### config.mk
export PLATFORM = sky130hd
export DESIGN_NAME = spi_seq_arb
export DESIGN_NICKNAME = d
export VERILOG_FILES = /design/src/rtl/spi_seq_arb.sv
export SDC_FILE = /design/constraint.sdc
export NUM_CORES = 1
export LEC_CHECK = 0
export CORE_UTILIZATION = 49
export CTS_CLUSTER_SIZE = 12
export DETAILED_ROUTE_END_ITERATION = 8
export GPL_TIMING_DRIVEN = 0
export PLACE_DENSITY = 0.85
export RECOVER_POWER = 100
export SLEW_MARGIN = 10
export SYNTH_ARGS = -nofsm -noshare
export SYNTH_HDL_FRONTEND = slang
export SYNTH_SLANG_ARGS = --single-unit
### constraint.sdc
create_clock -name clk -period 3.9 [get_ports clk]
set_input_delay 0.39 -clock clk [delete_from_list [all_inputs] [get_ports clk]]
set_output_delay 0.39 -clock clk [all_outputs]
set_load 0.005 [all_outputs]
### src/rtl/spi_seq_arb.sv
// Round-robin arbiter and byte sequencer for a single spi register port.
// Two requesters post header bytes plus a receive length; received bytes stream out.
module spi_seq_arb #(
  parameter int         HDR_BYTES = 5,
  parameter int         LEN_W     = 8,
  parameter logic [7:0] FILL      = 8'hFF,
  parameter int         TO_W      = 16
) (
  input  logic                       clk,
  input  logic                       reset,
  input  logic [1:0]                 req_valid,
  output logic [1:0]                 req_ready,
  input  logic [3:0]                 req_sel,
  input  logic [2*8*HDR_BYTES-1:0]   req_hdr,
  input  logic [5:0]                 req_hdr_len,
  input  logic [2*LEN_W-1:0]         req_rx_len,
  output logic                       rx_valid,
  input  logic                       rx_ready,
  output logic [7:0]                 rx_data,
  output logic                       rx_id,
  output logic [1:0]                 done,
  output logic                       err,
  output logic                       busy,
  output logic [2:0]                 spi_reg_addr,
  output logic [7:0]                 spi_reg_data,
  output logic [1:0]                 spi_reg_sel,
  output logic                       spi_reg_read,
  output logic                       spi_reg_write,
  input  logic [7:0]                 spi_rdata,
  input  logic                       spi_int
);

  localparam int CNT_W  = 3 + LEN_W;
  localparam int HIDX_W = (HDR_BYTES > 1) ? $clog2(HDR_BYTES) : 1;

  typedef enum logic [2:0] {
    S_IDLE, S_START, S_WAIT, S_WR, S_RD, S_HOLD, S_END, S_DONE
  } state_e;

  state_e                    state_q, state_d;
  logic                      last_grant_q, last_grant_d;
  logic                      rx_id_q, rx_id_d;
  logic [1:0]                sel_q, sel_d;
  logic [HDR_BYTES-1:0][7:0] hdr_q, hdr_d;
  logic [2:0]                hdr_len_q, hdr_len_d;
  logic [LEN_W-1:0]          rx_len_q, rx_len_d;
  logic [CNT_W-1:0]          byte_cnt_q, byte_cnt_d;
  logic [TO_W-1:0]           wd_q, wd_d;
  logic                      err_q, err_d;
  logic                      rx_valid_q, rx_valid_d;
  logic [7:0]                rx_data_q, rx_data_d;

  logic                      gnt_port;
  logic [2:0]                gnt_hdr_len;
  logic                      gnt_bad;
  logic [CNT_W-1:0]          total;
  logic                      last_byte;
  logic                      hdr_phase;

  // With both ports pending, the one not served last time wins.
  assign gnt_port    = (req_valid == 2'b11) ? ~last_grant_q : req_valid[1];
  assign gnt_hdr_len = gnt_port ? req_hdr_len[5:3] : req_hdr_len[2:0];
  assign gnt_bad     = (gnt_hdr_len == 3'd0) || (int'(gnt_hdr_len) > HDR_BYTES);
  assign total       = CNT_W'(hdr_len_q) + CNT_W'(rx_len_q);
  assign last_byte   = (byte_cnt_q == total);
  assign hdr_phase   = (byte_cnt_q <= CNT_W'(hdr_len_q));

  // NOTE: every variable gets a default at the top of the block so no path
  // leaves one unassigned, which would otherwise infer a latch.
  always_comb begin
    state_d       = state_q;
    last_grant_d  = last_grant_q;
    rx_id_d       = rx_id_q;
    sel_d         = sel_q;
    hdr_d         = hdr_q;
    hdr_len_d     = hdr_len_q;
    rx_len_d      = rx_len_q;
    byte_cnt_d    = byte_cnt_q;
    wd_d          = wd_q;
    err_d         = err_q;
    rx_valid_d    = rx_valid_q;
    rx_data_d     = rx_data_q;
    req_ready     = 2'b00;
    done          = 2'b00;
    err           = 1'b0;
    spi_reg_addr  = 3'd0;
    spi_reg_data  = 8'd0;
    spi_reg_read  = 1'b0;
    spi_reg_write = 1'b0;

    unique case (state_q)
      S_IDLE: begin
        if ((|req_valid) && !reset) begin
          req_ready[gnt_port] = 1'b1;
          last_grant_d = gnt_port;
          rx_id_d      = gnt_port;
          sel_d        = gnt_port ? req_sel[3:2] : req_sel[1:0];
          hdr_d        = gnt_port ? req_hdr[2*8*HDR_BYTES-1:8*HDR_BYTES]
                                  : req_hdr[8*HDR_BYTES-1:0];
          hdr_len_d    = gnt_hdr_len;
          rx_len_d     = gnt_port ? req_rx_len[2*LEN_W-1:LEN_W] : req_rx_len[LEN_W-1:0];
          err_d        = gnt_bad;
          state_d      = gnt_bad ? S_DONE : S_START;
        end
      end
      S_START: begin
        spi_reg_write = 1'b1;
        spi_reg_data  = hdr_q[0];
        byte_cnt_d    = CNT_W'(1);
        wd_d          = '0;
        state_d       = S_WAIT;
      end
      S_WAIT: begin
        if (spi_int) begin
          if (hdr_phase) state_d = (byte_cnt_q < total) ? S_WR : S_END;
          else           state_d = S_RD;
        end else begin
          wd_d = wd_q + 1'b1;
          if (wd_d == '1) begin
            err_d   = 1'b1;
            state_d = S_END;
          end
        end
      end
      S_WR: begin
        spi_reg_write = 1'b1;
        spi_reg_addr  = 3'd1;
        spi_reg_data  = (byte_cnt_q < CNT_W'(hdr_len_q)) ? hdr_q[byte_cnt_q[HIDX_W-1:0]] : FILL;
        byte_cnt_d    = byte_cnt_q + 1'b1;
        wd_d          = '0;
        state_d       = S_WAIT;
      end
      S_RD: begin
        // Reading addr 0 on the final byte also raises cs.
        spi_reg_read = 1'b1;
        spi_reg_addr = last_byte ? 3'd0 : 3'd1;
        rx_data_d    = spi_rdata;
        rx_valid_d   = 1'b1;
        state_d      = S_HOLD;
      end
      S_HOLD: begin
        if (rx_ready) begin
          rx_valid_d = 1'b0;
          state_d    = last_byte ? S_DONE : S_WR;
        end
      end
      S_END: begin
        spi_reg_read = 1'b1;
        state_d      = S_DONE;
      end
      S_DONE: begin
        done[rx_id_q] = 1'b1;
        err           = err_q;
        state_d       = S_IDLE;
      end
      default: state_d = S_IDLE;
    endcase
  end

  // NOTE: state updates use non-blocking assignments so every flop samples
  // values from before the edge, independent of block ordering.
  always_ff @(posedge clk or posedge reset) begin
    if (reset) begin
      state_q      <= S_IDLE;
      last_grant_q <= 1'b1;
      rx_id_q      <= 1'b0;
      sel_q        <= 2'd0;
      // NOTE: the header bank and rx_data are reset too, so the bus and
      // rx_data read 0 after reset rather than stale transaction data.
      hdr_q        <= '0;
      hdr_len_q    <= 3'd0;
      rx_len_q     <= '0;
      byte_cnt_q   <= '0;
      wd_q         <= '0;
      err_q        <= 1'b0;
      rx_valid_q   <= 1'b0;
      rx_data_q    <= 8'd0;
    end else begin
      state_q      <= state_d;
      last_grant_q <= last_grant_d;
      rx_id_q      <= rx_id_d;
      sel_q        <= sel_d;
      hdr_q        <= hdr_d;
      hdr_len_q    <= hdr_len_d;
      rx_len_q     <= rx_len_d;
      byte_cnt_q   <= byte_cnt_d;
      wd_q         <= wd_d;
      err_q        <= err_d;
      rx_valid_q   <= rx_valid_d;
      rx_data_q    <= rx_data_d;
    end
  end

  assign rx_valid    = rx_valid_q;
  assign rx_data     = rx_data_q;
  assign rx_id       = rx_id_q;
  assign spi_reg_sel = sel_q;
  assign busy        = (state_q != S_IDLE);

endmodule

==> results of run 1 <==
[cells by family (layout without fill, tap and decap cells)]
family | count (synthesis) | count (layout) | synth area share, %
AO/OA/AOI/OAI | 160 | 160 | 16.11
XOR/XNOR | 13 | 13 | 2.058
adder cells (fa/ha/maj) | 19 | 19 | 4.433
buffers and inverters | 49 | 214 | 4.275
flip-flops | 95 | 95 | 43.00
multiplexers | 73 | 73 | 15.22
other | 1 | 2 | 0.06779
AND/OR/NAND/NOR | 175 | 175 | 14.84
[through the flow]
step           setup TNS, ns  cell area [um2]  setup WS, ns  utilization [%]
2_1_floorplan              0             5535         1.035                -
3_5_place_dp               0             7222        0.6618            66.04
6_report                   0             7475        0.3071            68.35
4_1_cts                    0             7510        0.2624            68.67
3_3_place_gp          -31.47             7192       -0.3379            65.77
5_1_grt                    0             7475        0.1179            68.35
[report_power, final]
part	total (mW)	switching [mW]	leakage, nW	internal, mW
Sequential	1.66	0.305	1.21	1.35
Clock	0.848	0.365	0.142	0.483
Combinational	2.07	1.09	1.91	0.980
[cells in the final DEF (no fill, tap or decap), drive strengths merged, types with 4 or more instances in the layout]
cell type	instances
mux2i	56
o21ai	96
ha	18
a21oi	28
clkbuf	45
mux4	8
a22oi	8
a31oi	5
dfrtp	94
mux2	9
a21o	4
a211oi	4
nor2b	6
xnor2	7
dlygate4sd3	30
nor3	12
o31ai	6
nand2	83
buf	5
nand4	7
or3	4
xor2	6
nand3	17
inv	12
clkdlybuf4s50	118
and3	5
nor2	25
[registers in the layout (all words and copies together) (netlist names)]
register,cells
spi_reg_sel,2
state_q,3
wd_q,16
rx_valid,1
err_q,1
hdr_len_q,3
last_grant_q,1
byte_cnt_q,11
rx_id,1
hdr_q,40
rx_data,8
rx_len_q,8
[routing by layer]
layer / global-route usage (%) / vias up / wire length, um
met5: 0 / - / 0
met4: 15.44 / 0 / 618
met3: 5.967 / 49 / 921
met2: 49.77 / 216 / 7940
met1: 32.30 / 2457 / 6001
li1: - / 2415 / -
[area by class of cell]
class,count,area [um2]
fill,815,3461
buffer,36,177.7
timing repair buffer,149,1486
sequential,95,2379
clock buffer,13,270.3
tap,140,175.2
clock inverter,3,17.52
inverter,13,50.05
multi-input combinational,442,2919
[final timing paths]
path	cells past startpoint	slack [ns]	start	end
worst max-delay path	10	0.31	hdr_len_q[0]$_DFFE_PP0P_	spi_reg_addr[0]
worst max register to register	12	0.93	hdr_len_q[0]$_DFFE_PP0P_	state_q[2]$_DFFE_PP0P_
max in group asynchronous	3	0.86	reset	hdr_q[18]$_DFFE_PP0P_
worst min-delay path	1	0.49	rx_valid$_DFFE_PP0P_	rx_valid$_DFFE_PP0P_
min in group asynchronous	2	1.13	reset	rx_len_q[7]$_DFFE_PP0P_
worst min register to register	1	0.49	rx_valid$_DFFE_PP0P_	rx_valid$_DFFE_PP0P_
[worst max-delay path: stages, from the launching register on]
cell	delay, ns
dfrtp_1	0.40
ha_1	0.23
fa_1	0.41
a21oi_1	0.21
nor3b_1	0.12
xnor2_1	0.14
ha_1	0.33
nand4_1	0.17
o31ai_1	0.27
nand2_1	0.13
clkdlybuf4s50_1	0.45
==> key figures, run 1 <==
Run status
  – Outcome: complete, but fails checks
  – Failing checks: capacitance limit, slew limit

Route
  – Wire length per cell: 17.38 um
  – DRC: 0
  – DR pass1 iterations: 4
  – Vias: 5137
  – DR vias/cell: 5.765
  – WL final: 15.48 mm
  – DRT iter0 DRCs: 262
  – Post-route ant nets: 0

Die
  – I/O pins: 151
  – Starting Density: 50.58%
  – Die height: 108.3 um
  – Die W: 108.3 um
  – Std-Cell Rows: 38
  – Core ar.: 10940 um2
  – Die Area: 11720 um2

STA
  – Final setup fails: 0
  – Final Hold Violating Endpoints: 0
  – Hold WS: 0.4871 ns
  – RSZ-0062 raised after global routing: false
  – Minimum clock period: 3.593 ns
  – Final worst-path cycle share: 92.13%
  – Max-slew violations: 49
  – Fmax: 278.3 MHz
  – Slew margin rel.: -43.60%
  – Skew final: 0.005939 ns
  – Slew @ Worst Pin: 2.142 ns

Setup path
  – Critical path capture point type: output pin
  – Critical Path Fanout Max: 3
  – Kind of critical path: flip-flop to output pin
  – Req. time, crit path: 3.51 ns
  – CP startpoint kind: flip-flop
  – Worst EP arrival: 3.20 ns

Clocking
  – Clk slew on worst S/H paths: 0.07 ns
  – CTS Hold Bufs: 0
  – Root buf cell: clkbuf_16
  – Worst skew pair latency: 0.34 ns
  – Clock tree sinks: 95
  – H-tree Lvls: 3
  – Deepest clock path buffer count: 2
  – Post-CTS Resized: 0
  – CTS buffer count: 9
  – CTS tree: yes
  – Setup Fix Bufs, Post-CTS: 0

Synth
  – Post-Synthesis Cells: 585
  – Yosys top cell area share: 42.52%
  – YS warnings: 0
  – Post-synthesis sequential area ratio: 43.00%
  – Mapped Area: 5532 um2
  – Async SR Flop Fraction: 100.0%
  – Post-Syn Area per Cell: 9.456 um2
  – Dominant synthesized flop cell: dfrtp_1
  – Count of different cell masters after synthesis: 53
  – Most frequent cell after synthesis: o21ai_0
  – Post-synth EDFFs: 0
  – Area leader, netlist: dfrtp_1
  – Yosys reg bits: 95
  – Synth cell count leaders: o21ai_0 (96), dfrtp_1 (94), nand2_1 (83), mux2i_1 (56), a21oi_1 (28)
  – Synth area leaders: dfrtp_1 (43%), mux2i_1 (10%), o21ai_0 (8.7%), nand2_1 (5.6%), ha_1 (4.1%)

Layout
  – Layout cells sized above 1: 6.258%
  – Non-filler cells in the finished layout: 891
  – NumNets Final: 885
  – Area delta synth->final: 35.13%
  – ANT cells: 0

Placement
  – Routability-driven placement congestion ratio: 0.8998
  – PortBufs: 148
  – HPWL Detailed: 11.85 mm
  – Placed insts: 875

GRT
  – Total GRT Usage: 28.39%
  – Largest net degree at the start of global routing: 49
  – Initial antenna violation count: 0
  – Gr ovfl total: 0
  – Vias in the first global route: 5388
  – First-pass GRT wire length: 25.46 mm

Power and ir drop
  – Leak: 3.258 nW
  – PnR Total Power: 4.576 mW
  – PD cells: 612.1 nW/um2
  – VDD IR-drop max: 0.3237 mV

Min path
  – Hold Path Class: flip-flop to flip-flop

Run
  – Max-cap violations: 1
Note: power is estimated with default switching activity, not from simulation.
==> run 2, diff against run 1 <==
CORE_MARGIN = 1.5   (was default)
SKIP_CTS_REPAIR_TIMING = 1   (was default)
==> key figures, run 2 (synthesized netlist as in run 1, its figures left out) <==
STA
  – Final worst-path cycle share: 92.08%
  – Worst setup margin: 0.3090 ns
  – Final Hold Violating Endpoints: 0
  – Max-slew violations: 46
  – Skew final: 0.007780 ns
  – Minimum clock period: 3.591 ns
  – Final setup fails: 0
  – RSZ-0062 raised after global routing: false
  – Fmax: 278.5 MHz
  – Slew @ Worst Pin: 1.894 ns
  – Slew margin rel.: -26.96%

Setup path
  – Critical-path top delay cell: clkdlybuf4s50_1
  – R2r endpoint: state_q[2]$_DFFE_PP0P_
  – R2R Setup Slk: 0.90 ns
  – Worst path buffer plus inverter count: 1
  – Slowest cell delay on critical path: 0.46 ns
  – RR Startpoint: hdr_len_q[0]$_DFFE_PP0P_
  – Top cell family by delay on the critical path: adder cells
  – Critical Path Fanout Max: 3
  – CP startpoint kind: flip-flop
  – Req. time, crit path: 3.51 ns
  – Worst Setup SP: hdr_len_q[0]$_DFFE_PP0P_
  – Worst EP arrival: 3.20 ns
  – Most Frequent Cell on Critical Path: ha_1
  – R2R cell count: 12
  – Critical path capture point type: output pin
  – Crit-path cells: ha_1 > fa_1 > a21oi_1 > nor3b_1 > xnor2_1 > ha_1 > nand4_1 > o31ai_1 > nand2_1 > clkdlybuf4s50_1
  – Kind of critical path: flip-flop to output pin

Run status
  – Outcome: complete, but fails checks
  – Failing checks: capacitance limit, slew limit

Min path
  – Hold Path Class: flip-flop to flip-flop
  – Hold Path Sink: hdr_q[29]$_DFFE_PP0P_
  – Hold path start: hdr_q[29]$_DFFE_PP0P_
  – Hold path depth: 2

Route
  – WL final: 16.50 mm
  – DRC: 0
  – DR pass1 iterations: 5
  – Vias: 5220
  – Wire length per cell: 18.52 um
  – Post-route ant nets: 0
  – DR vias/cell: 5.859
  – DRT iter0 DRCs: 384

Placement
  – PortBufs: 148
  – Place WS: 0.5381 ns
  – Routability-driven placement congestion ratio: 0.9289
  – HPWL Detailed: 12.31 mm
  – Placed cell area: 7222 um2

Clocking
  – Clk slew on worst S/H paths: 0.07 ns
  – H-tree Lvls: 3
  – CTS tree: yes
  – Root buf cell: clkbuf_16
  – Clock tree sinks: 95
  – Worst skew pair latency: 0.35 ns
  – CTS buffer count: 9
  – Deepest clock path buffer count: 2

Layout
  – Area delta synth->final: 36.73%
  – Largest register by flop count: hdr_q
  – ANT cells: 0
  – Most frequent cells in the layout: clkdlybuf4s50_1 (118), o21ai_0 (96), dfrtp_1 (94)
  – Layout cells sized above 1: 6.391%
  – NumNets Final: 885
  – Finished Cell Area: 7564 um2
  – Largest register FFs: 40
  – Commonest non-fill, non-tap cell in the layout: clkdlybuf4s50_1
  – Largest registers: hdr_q (40), wd_q (16), byte_cnt_q (11)

GRT
  – Total GRT Usage: 28.73%
  – Largest net degree at the start of global routing: 52
  – Grt met2 use: 51.34%
  – First-pass GRT wire length: 25.89 mm
  – Initial antenna violation count: 0
  – M1 GR Usage: 32.57%
  – Gr ovfl total: 0
  – GR Util met3: 7.591%
  – Vias in the first global route: 5350
  – Grt peak-use layer: met2

Die
  – Std-Cell Rows: 38
  – Core ar.: 10940 um2
  – Die height: 109.3 um
  – Starting Density: 50.58%
  – Die Area: 11940 um2
  – Die W: 109.3 um
  – I/O pins: 151

Power and ir drop
  – PnR Total Power: 4.877 mW
  – Leak: 3.300 nW
  – VDD IR-drop max: 0.2867 mV
  – PD cells: 644.9 nW/um2

Run
  – Max-cap violations: 1
[run 2: worst max path at each step]
stage                           endpoint  slack [ns]  cells after the start
6_report                 spi_reg_addr[0]        0.31                     10
5_1_grt                  spi_reg_addr[0]        0.05                     10
2_1_floorplan  byte_cnt_q[0]$_DFFE_PP0N_        1.03                      1
3_5_place_dp             spi_reg_data[2]        0.54                      9
4_1_cts                  spi_reg_data[2]        0.15                      9
3_3_place_gp       hdr_q[28]$_DFFE_PP0P_       -0.32                      2
[run 2: layout make-up]
class,count,area [um2]
Tap cell,140,175.2
Timing Repair Buffer,149,1486
Buffer,36,177.7
Fill cell,812,3372
Clock inverter,6,137.6
Multi-Input combinational cell,442,2919
Clock buffer,10,239.0
Inverter,13,50.05
Sequential cell,95,2379
[run 2: worst register-to-register path: stages, from the launching register on]
cell and delay [ns]:
dfrtp_1 0.41, ha_1 0.25, fa_1 0.42, a21oi_1 0.21, nor3b_1 0.11, xnor2_1 0.13
ha_1 0.32, nand4_1 0.18, a21oi_1 0.16, o21bai_1 0.12, a311oi_1 0.29, a221oi_1 0.11
nor3_1 0.22
[run 2: stage by stage]
stage          instances  hold WS (ns)  util, %  TNS [ns]
6_report             891        0.4786    69.16         0
3_5_place_dp         875        0.4663    66.04         0
5_1_grt              891        0.4980    69.16         0
2_1_floorplan        586        0.4394        -         0
3_3_place_gp         874        0.4573    65.77    -29.62
4_1_cts              891        0.4806    69.49         0
[run 2: metal layers]
layer / vias to the layer above / wire, um
met5: - / 0
met4: 0 / 487
met3: 42 / 1190
met2: 250 / 8635
met1: 2509 / 6189
li1: 2419 / -
[run 2: power by group]
group          internal, mW  leakage [nW]  switching, mW  total [mW]
Sequential             1.35          1.21          0.310        1.66
Combinational         0.986          1.91           1.11        2.09
Clock                 0.714         0.184          0.405        1.12
Total                  3.05          3.30           1.82        4.88
==> run 3, diff against run 2 <==
CTS_CLUSTER_DIAMETER = 80   (was default)
==> results of run 3 <==
Final layout, timing and power as in run 2 (identical DEF).
